[src/rtl/mem_access_if.sv]
// Data-memory request/acknowledge bus between the memory-access stage (master)
// and a single-port data memory (slave).
interface mem_access_if #(
  parameter int DW = 32
);
  logic          dmem_req;
  logic          dmem_we;
  logic [DW-1:0] dmem_addr;
  logic [3:0]    dmem_be;
  logic [DW-1:0] dmem_wdata;
  logic          dmem_ack;
  logic [DW-1:0] dmem_rdata;

  modport master (
    output dmem_req, dmem_we, dmem_addr, dmem_be, dmem_wdata,
    input  dmem_ack, dmem_rdata
  );

  modport slave (
    input  dmem_req, dmem_we, dmem_addr, dmem_be, dmem_wdata,
    output dmem_ack, dmem_rdata
  );
endinterface

[src/rtl/mem_access.sv]
// Memory-access stage: issues data-memory requests, steers store lanes, formats loads
// and registers the writeback bundle. Optional MEM_MISALIGN_CHECK_EN rejects misaligned accesses.
module mem_access #(
  parameter int DW  = 32,
  parameter int RAW = 5
) (
  input  logic           clk_i,
  input  logic           resetn_i,
  input  logic [DW-1:0]  mem_addr_i,
  input  logic           mem_read_en_i,
  input  logic           mem_write_en_i,
  input  logic [2:0]     mem_write_fmt_i,
  input  logic [DW-1:0]  mem_write_data_i,
  input  logic [RAW-1:0] rd_addr_i,
  input  logic           rd_write_en_i,
  input  logic [4:0]     rd_write_fmt_i,
  input  logic [DW-1:0]  rd_data_i,
  mem_access_if.master   dmem,
`ifdef MEM_MISALIGN_CHECK_EN
  output logic           misalign_o,
`endif
  output logic           halt_o,
  output logic [RAW-1:0] wb_rd_addr_o,
  output logic           wb_rd_write_en_o,
  output logic [DW-1:0]  wb_rd_data_o
);

  typedef enum logic {IDLE, ACCESS} state_t;

  state_t         state_q, state_d;
  logic           we_q, we_d;
  logic [DW-1:0]  addr_q, addr_d;
  logic [3:0]     be_q, be_d;
  logic [DW-1:0]  wdata_q, wdata_d;
  logic [1:0]     lane_q, lane_d;
  logic [4:0]     ldfmt_q, ldfmt_d;
  logic [RAW-1:0] rdl_q, rdl_d;
  logic [RAW-1:0] wb_addr_q, wb_addr_d;
  logic           wb_en_q, wb_en_d;
  logic [DW-1:0]  wb_data_q, wb_data_d;
  logic           reject;
`ifdef MEM_MISALIGN_CHECK_EN
  logic           misalign_q, misalign_d;
  logic           is_wr, is_rd;
`endif

  function automatic logic [3:0] store_be(input logic [2:0] fmt, input logic [1:0] a);
    case (fmt)
      3'b001:  store_be = 4'b0001 << a;
      3'b010:  store_be = a[1] ? 4'b1100 : 4'b0011;
      3'b100:  store_be = 4'b1111;
      default: store_be = 4'b0000;
    endcase
  endfunction

  function automatic logic [DW-1:0] store_data(input logic [2:0] fmt, input logic [DW-1:0] d);
    case (fmt)
      3'b001:  store_data = {(DW/8){d[7:0]}};
      3'b010:  store_data = {(DW/16){d[15:0]}};
      3'b100:  store_data = d;
      default: store_data = '0;
    endcase
  endfunction

  function automatic logic [DW-1:0] load_fmt(input logic [DW-1:0] rdata, input logic [1:0] a,
                                             input logic [4:0] fmt);
    logic [7:0]  b;
    logic [15:0] h;
    b = rdata[{a, 3'b000} +: 8];
    h = a[1] ? rdata[16 +: 16] : rdata[0 +: 16];
    case (fmt)
      5'b00001: load_fmt = {{(DW-8){b[7]}}, b};
      5'b00010: load_fmt = {{(DW-16){h[15]}}, h};
      5'b00100: load_fmt = rdata;
      5'b01000: load_fmt = {{(DW-8){1'b0}}, b};
      5'b10000: load_fmt = {{(DW-16){1'b0}}, h};
      default:  load_fmt = '0;
    endcase
  endfunction

`ifdef MEM_MISALIGN_CHECK_EN
  // A simultaneous read+write is treated as a write, so only the winning format is checked.
  assign is_wr  = mem_write_en_i;
  assign is_rd  = mem_read_en_i & ~mem_write_en_i;
  assign reject = (is_wr & ((mem_write_fmt_i[1] & mem_addr_i[0]) |
                            (mem_write_fmt_i[2] & (|mem_addr_i[1:0])))) |
                  (is_rd & (((rd_write_fmt_i[1] | rd_write_fmt_i[4]) & mem_addr_i[0]) |
                            (rd_write_fmt_i[2] & (|mem_addr_i[1:0]))));
`else
  assign reject = 1'b0;
`endif

  always_comb begin
    state_d   = state_q;
    we_d      = we_q;
    addr_d    = addr_q;
    be_d      = be_q;
    wdata_d   = wdata_q;
    lane_d    = lane_q;
    ldfmt_d   = ldfmt_q;
    rdl_d     = rdl_q;
    wb_addr_d = wb_addr_q;
    wb_en_d   = 1'b0;
    wb_data_d = wb_data_q;
`ifdef MEM_MISALIGN_CHECK_EN
    misalign_d = 1'b0;
`endif
    case (state_q)
      IDLE: begin
        if (mem_read_en_i || mem_write_en_i) begin
          if (reject) begin
`ifdef MEM_MISALIGN_CHECK_EN
            misalign_d = 1'b1;
`endif
          end else begin
            state_d = ACCESS;
            we_d    = mem_write_en_i;
            addr_d  = {mem_addr_i[DW-1:2], 2'b00};
            lane_d  = mem_addr_i[1:0];
            be_d    = mem_write_en_i ? store_be(mem_write_fmt_i, mem_addr_i[1:0]) : 4'b1111;
            wdata_d = mem_write_en_i ? store_data(mem_write_fmt_i, mem_write_data_i) : '0;
            ldfmt_d = rd_write_fmt_i;
            rdl_d   = rd_addr_i;
          end
        end else begin
          wb_addr_d = rd_addr_i;
          wb_data_d = rd_data_i;
          wb_en_d   = rd_write_en_i && (rd_addr_i != '0);
        end
      end
      ACCESS: begin
        if (dmem.dmem_ack) begin
          state_d = IDLE;
          if (!we_q) begin
            wb_addr_d = rdl_q;
            wb_data_d = load_fmt(dmem.dmem_rdata, lane_q, ldfmt_q);
            wb_en_d   = (rdl_q != '0);
          end
        end
      end
      default: state_d = IDLE;
    endcase
  end

  always_ff @(posedge clk_i) begin
    if (!resetn_i) begin
      state_q   <= IDLE;
      we_q      <= 1'b0;
      addr_q    <= '0;
      be_q      <= '0;
      wdata_q   <= '0;
      lane_q    <= '0;
      ldfmt_q   <= '0;
      rdl_q     <= '0;
      wb_addr_q <= '0;
      wb_en_q   <= 1'b0;
      wb_data_q <= '0;
`ifdef MEM_MISALIGN_CHECK_EN
      misalign_q <= 1'b0;
`endif
    end else begin
      state_q   <= state_d;
      we_q      <= we_d;
      addr_q    <= addr_d;
      be_q      <= be_d;
      wdata_q   <= wdata_d;
      lane_q    <= lane_d;
      ldfmt_q   <= ldfmt_d;
      rdl_q     <= rdl_d;
      wb_addr_q <= wb_addr_d;
      wb_en_q   <= wb_en_d;
      wb_data_q <= wb_data_d;
`ifdef MEM_MISALIGN_CHECK_EN
      misalign_q <= misalign_d;
`endif
    end
  end

  assign dmem.dmem_req   = (state_q == ACCESS);
  assign dmem.dmem_we    = we_q;
  assign dmem.dmem_addr  = addr_q;
  assign dmem.dmem_be    = be_q;
  assign dmem.dmem_wdata = wdata_q;
  assign halt_o           = (state_q == ACCESS);
  assign wb_rd_addr_o     = wb_addr_q;
  assign wb_rd_write_en_o = wb_en_q;
  assign wb_rd_data_o     = wb_data_q;
`ifdef MEM_MISALIGN_CHECK_EN
  assign misalign_o = misalign_q;
`endif

endmodule

[src/flat_wrapper.sv]
// flat-port wrapper written by rule: the top's interface ports become plain ports
module mem_access_flat 
#(
  parameter int DW  = 32,
  parameter int RAW = 5
)
  (clk_i, resetn_i, mem_addr_i, mem_read_en_i, mem_write_en_i, mem_write_fmt_i, mem_write_data_i, rd_addr_i, rd_write_en_i, rd_write_fmt_i, rd_data_i, halt_o, wb_rd_addr_o, wb_rd_write_en_o, wb_rd_data_o, dmem_dmem_req, dmem_dmem_we, dmem_dmem_addr, dmem_dmem_be, dmem_dmem_wdata, dmem_dmem_ack, dmem_dmem_rdata);
  mem_access_if #(.DW(DW)) dmem_i ();
  input  logic clk_i;
  input  logic resetn_i;
  input  logic [DW-1:0] mem_addr_i;
  input  logic mem_read_en_i;
  input  logic mem_write_en_i;
  input  logic [2:0] mem_write_fmt_i;
  input  logic [DW-1:0] mem_write_data_i;
  input  logic [RAW-1:0] rd_addr_i;
  input  logic rd_write_en_i;
  input  logic [4:0] rd_write_fmt_i;
  input  logic [DW-1:0] rd_data_i;
  output logic halt_o;
  output logic [RAW-1:0] wb_rd_addr_o;
  output logic wb_rd_write_en_o;
  output logic [DW-1:0] wb_rd_data_o;
  output wire logic [$bits(dmem_i.dmem_req)-1:0] dmem_dmem_req;
  output wire logic [$bits(dmem_i.dmem_we)-1:0] dmem_dmem_we;
  output wire logic [$bits(dmem_i.dmem_addr)-1:0] dmem_dmem_addr;
  output wire logic [$bits(dmem_i.dmem_be)-1:0] dmem_dmem_be;
  output wire logic [$bits(dmem_i.dmem_wdata)-1:0] dmem_dmem_wdata;
  input wire logic [$bits(dmem_i.dmem_ack)-1:0] dmem_dmem_ack;
  input wire logic [$bits(dmem_i.dmem_rdata)-1:0] dmem_dmem_rdata;
  assign dmem_dmem_req = dmem_i.dmem_req;
  assign dmem_dmem_we = dmem_i.dmem_we;
  assign dmem_dmem_addr = dmem_i.dmem_addr;
  assign dmem_dmem_be = dmem_i.dmem_be;
  assign dmem_dmem_wdata = dmem_i.dmem_wdata;
  assign dmem_i.dmem_ack = dmem_dmem_ack;
  assign dmem_i.dmem_rdata = dmem_dmem_rdata;
  mem_access #(.DW(DW), .RAW(RAW)) u_core (.clk_i(clk_i), .resetn_i(resetn_i), .mem_addr_i(mem_addr_i), .mem_read_en_i(mem_read_en_i), .mem_write_en_i(mem_write_en_i), .mem_write_fmt_i(mem_write_fmt_i), .mem_write_data_i(mem_write_data_i), .rd_addr_i(rd_addr_i), .rd_write_en_i(rd_write_en_i), .rd_write_fmt_i(rd_write_fmt_i), .rd_data_i(rd_data_i), .dmem(dmem_i), .halt_o(halt_o), .wb_rd_addr_o(wb_rd_addr_o), .wb_rd_write_en_o(wb_rd_write_en_o), .wb_rd_data_o(wb_rd_data_o));
endmodule
[config.mk]
export PLATFORM = sky130hd
export DESIGN_NAME = mem_access_flat
export DESIGN_NICKNAME = d
export VERILOG_FILES = /design/src/rtl/mem_access_if.sv /design/src/rtl/mem_access.sv /design/src/flat_wrapper.sv
export SDC_FILE = /design/constraint.sdc
export NUM_CORES = 1
export LEC_CHECK = 0
export CAP_MARGIN = 15
export CORE_MARGIN = 4
export CORE_UTILIZATION = 44
export DETAILED_ROUTE_END_ITERATION = 7
export PLACE_DENSITY = 0.9
export SETUP_SLACK_MARGIN = 0.2
export SLEW_MARGIN = 15
export SYNTH_ARGS = -nofsm -noshare
export SYNTH_HDL_FRONTEND = slang
export SYNTH_SLANG_ARGS = --single-unit
[constraint.sdc]
create_clock -name clk_i -period 2.3 [get_ports clk_i]
set_input_delay 0.345 -clock clk_i [delete_from_list [all_inputs] [get_ports clk_i]]
set_output_delay 0.345 -clock clk_i [all_outputs]
set_load 0.01 [all_outputs]
==> run metrics <==
status completed; Synth top area share 0.369; most frequent cell after synthesis dfxtp_1; Critical Path Source Type flop; Worst Max-Slew Pin Slew between 0.7 and 0.8 ns; Yosys reg bits 118; largest net degree at the start of global routing 113; DRT Pass-1 Iters 5; post-route ant nets 0; synth top area cells dfxtp_1 37%, a21boi_0 7.0%, nand2_1 6.5%, nor2b_1 4.0%, mux2i_1 3.3%; final wirelength 22100 um; Netlist cell types 56; CTS sink cnt around 120; worst reg2reg path depth 5; initial antenna violation count 0; Mapped Area 0.00639 mm^2; sequential share of the synthesized area 0.369; minimum clock period about 2.1 ns; max-slew violations 0; vias post-DR just under 7000; TritonCTS buffer count 17; Hold Path Class flop to flop; Max VDD drop 0.577 mV; CTS tree yes; WL/cell between 15 and 20 um; # DRC 0; all-layer global routing usage 0.258; CP Capture Type flop; Post-synth ARST share 0; CP required approximately 2.6 ns; Final HPWL DP 15800 um; core area 0.0140 mm^2; Die Wd approximately 130 um; hold path depth 2; vias per cell 5.79; Mean Syn Cell Area around 8.7 um^2; Nets around 1100; Cell Rows 43; Starting DRT DRC Count 584; Leak ~3.4 nW; Max Cap Viol 0; area grow syn2layout 53.2%; Slew HR 0.511; setup TNS 0 ns; Congestion Overflow GR 0; routability cong. 0.916; post-synth top area cell dfxtp_1; fmax 483 MHz; CTS root buffer clkbuf_16; post-route clock skew between 0.004 and 0.005 ns; Antenna Cells 0; final setup violation count 0; Cells after Synth 737; hold_sp u_core.dmem.dmem_wdata[28]; clock latency on the worst-skew pair around 0.41 ns; Worst Setup SP u_core.ldfmt_q[4]; worst-path fanout max 14; first-pass GRT wire length 34200 um; Post-Route Utilization 0.698; Boundary Pins 256; layout cell share with drive strength beyond 1 0.102; RSZ-0062 raised after global routing false; Die Span Y about 130 um; Critical Path AT 2.36 ns; synth cell count leaders 118 x dfxtp_1, 111 x nand2_1, 60 x a21boi_0, 43 x clkbuf_1; worst r2r src u_core.ldfmt_q[4]; CTS Buffer Depth 2; Crit Path Class flop to flop; Fill cells 1050; Post-synth EDFFs 0; period utilisation layout 0.900; YS warnings 0; Worst-path clk slew 0.05 ns; Initial Util 0.455; die area ~0.017 mm^2; H-tree depth 4; power density cells ~670 mW/mm^2; Final Hold Viols 0; number of global-route vias before repair between 6000 and 7000; IO Port Bufs ~250; top_reg_cell synth dfxtp_1
## where the power goes
part	total [mW]	switching, mW	internal [mW]	leakage [nW]
clock	2.85	0.952	1.90	0.310
sequential	2.27	0.0891	2.18	0.967
combinational	1.46	0.705	0.758	2.14
## registers in the layout, indices dropped and copies added (netlist names)
signal	flops
u_core.dmem.dmem_addr	30
u_core.dmem.dmem_be	4
u_core.dmem.dmem_req	1
u_core.dmem.dmem_wdata	32
u_core.dmem.dmem_we	1
u_core.lane_q	2
u_core.ldfmt_q	5
u_core.rdl_q	5
u_core.wb_rd_addr_o	5
u_core.wb_rd_data_o	32
u_core.wb_rd_write_en_o	1
## metal layers
layer	global-route usage	vias up	part of all wire
met1	0.292	3144	0.38
met3	0.105	45	0.12
met5	0	-	0
met2	0.435	385	0.48
met4	0.104	0	0.025
li1	-	3157	-
## cell type report
cell class | count | area [um^2] | area share
clock inverters | 11 | 171 | 0.0175
flip-flops and latches | 118 | 2370 | 0.242
well taps | 180 | 225 | 0.0230
repair buffers | 287 | 2850 | 0.291
multi-input cells | 543 | 3700 | 0.378
inverters | 3 | 11.3 | 0.00115
clock buffers | 21 | 470 | 0.0480
## worst paths after layout
check | endpoint | slack (ns)
hold / removal | u_core.dmem.dmem_wdata[28] | 0.46
hold reg to reg | u_core.dmem.dmem_wdata[28] | 0.46
setup reg to reg | u_core.wb_rd_data_o[0] | 0.23
setup / recovery | u_core.wb_rd_data_o[0] | 0.23
## critical path, cell delays in order (launching register included)
cell,delay [ns]
dfxtp_1,0.32
or3b_4,0.51
buf_4,0.25
nor4b_1,0.40
o41ai_1,0.16
a221oi_1,0.32
## through the flow
step | hold slack [ns] | area (um^2) | setup slack, ns | power, mW | std cells
after floorplan | 0.451 | 6400 | 0.495 | 3.02 | 738
after global placement | 0.449 | 9130 | -0.101 | 3.72 | 1131
after detailed placement | 0.456 | 9130 | -0.0717 | 3.75 | 1131
after CTS | 0.464 | 9780 | 0.123 | 6.62 | 1163
after global routing | 0.484 | 9800 | 0.202 | 6.83 | 1163
final | 0.458 | 9800 | 0.231 | 6.59 | 1163
## logic make-up after synthesis
family / after synthesis / synth area share
other: 1 / 0.000586
AO/OA/AOI/OAI: 223 / 0.262
flip-flops: 118 / 0.369
AND/OR/NAND/NOR: 284 / 0.254
multiplexers: 29 / 0.0487
XOR/XNOR: 5 / 0.00685
buffers and inverters: 77 / 0.0593
## layout by cell type, fill, tap and decap left out, types with 3 or more instances in the layout
master,instances
buf_12,5
nor4bb_1,4
a21oi_1,14
o21ai_0,40
inv_1,3
clkbuf_8,3
mux2_2,7
nand3b_1,18
a21boi_0,60
a211oi_1,17
or4_1,3
a221oi_2,3
nor3_1,10
a32o_1,8
clkdlybuf4s50_1,252
o22ai_1,8
nor4b_1,13
xor2_1,3
o211ai_1,9
buf_4,28
nor4b_2,10
o211a_1,5
nor2_1,34
a221oi_1,12
nor3b_1,9
o41ai_1,7
nand2b_1,8
nor2b_1,41
and2_1,8
bufinv_16,4
a22oi_1,16
a2111oi_0,7
clkbuf_16,17
mux2i_1,21
dfxtp_1,117
nand2_1,111
a2111oi_1,10
## what timing repair did
item,CTS,global route
gates resized for setup,3,3
hold buffers,0,0
setup endpoints to repair,12,3
pin swaps,0,0
buffers inserted,0,0
(Power assumes the default switching activity.)
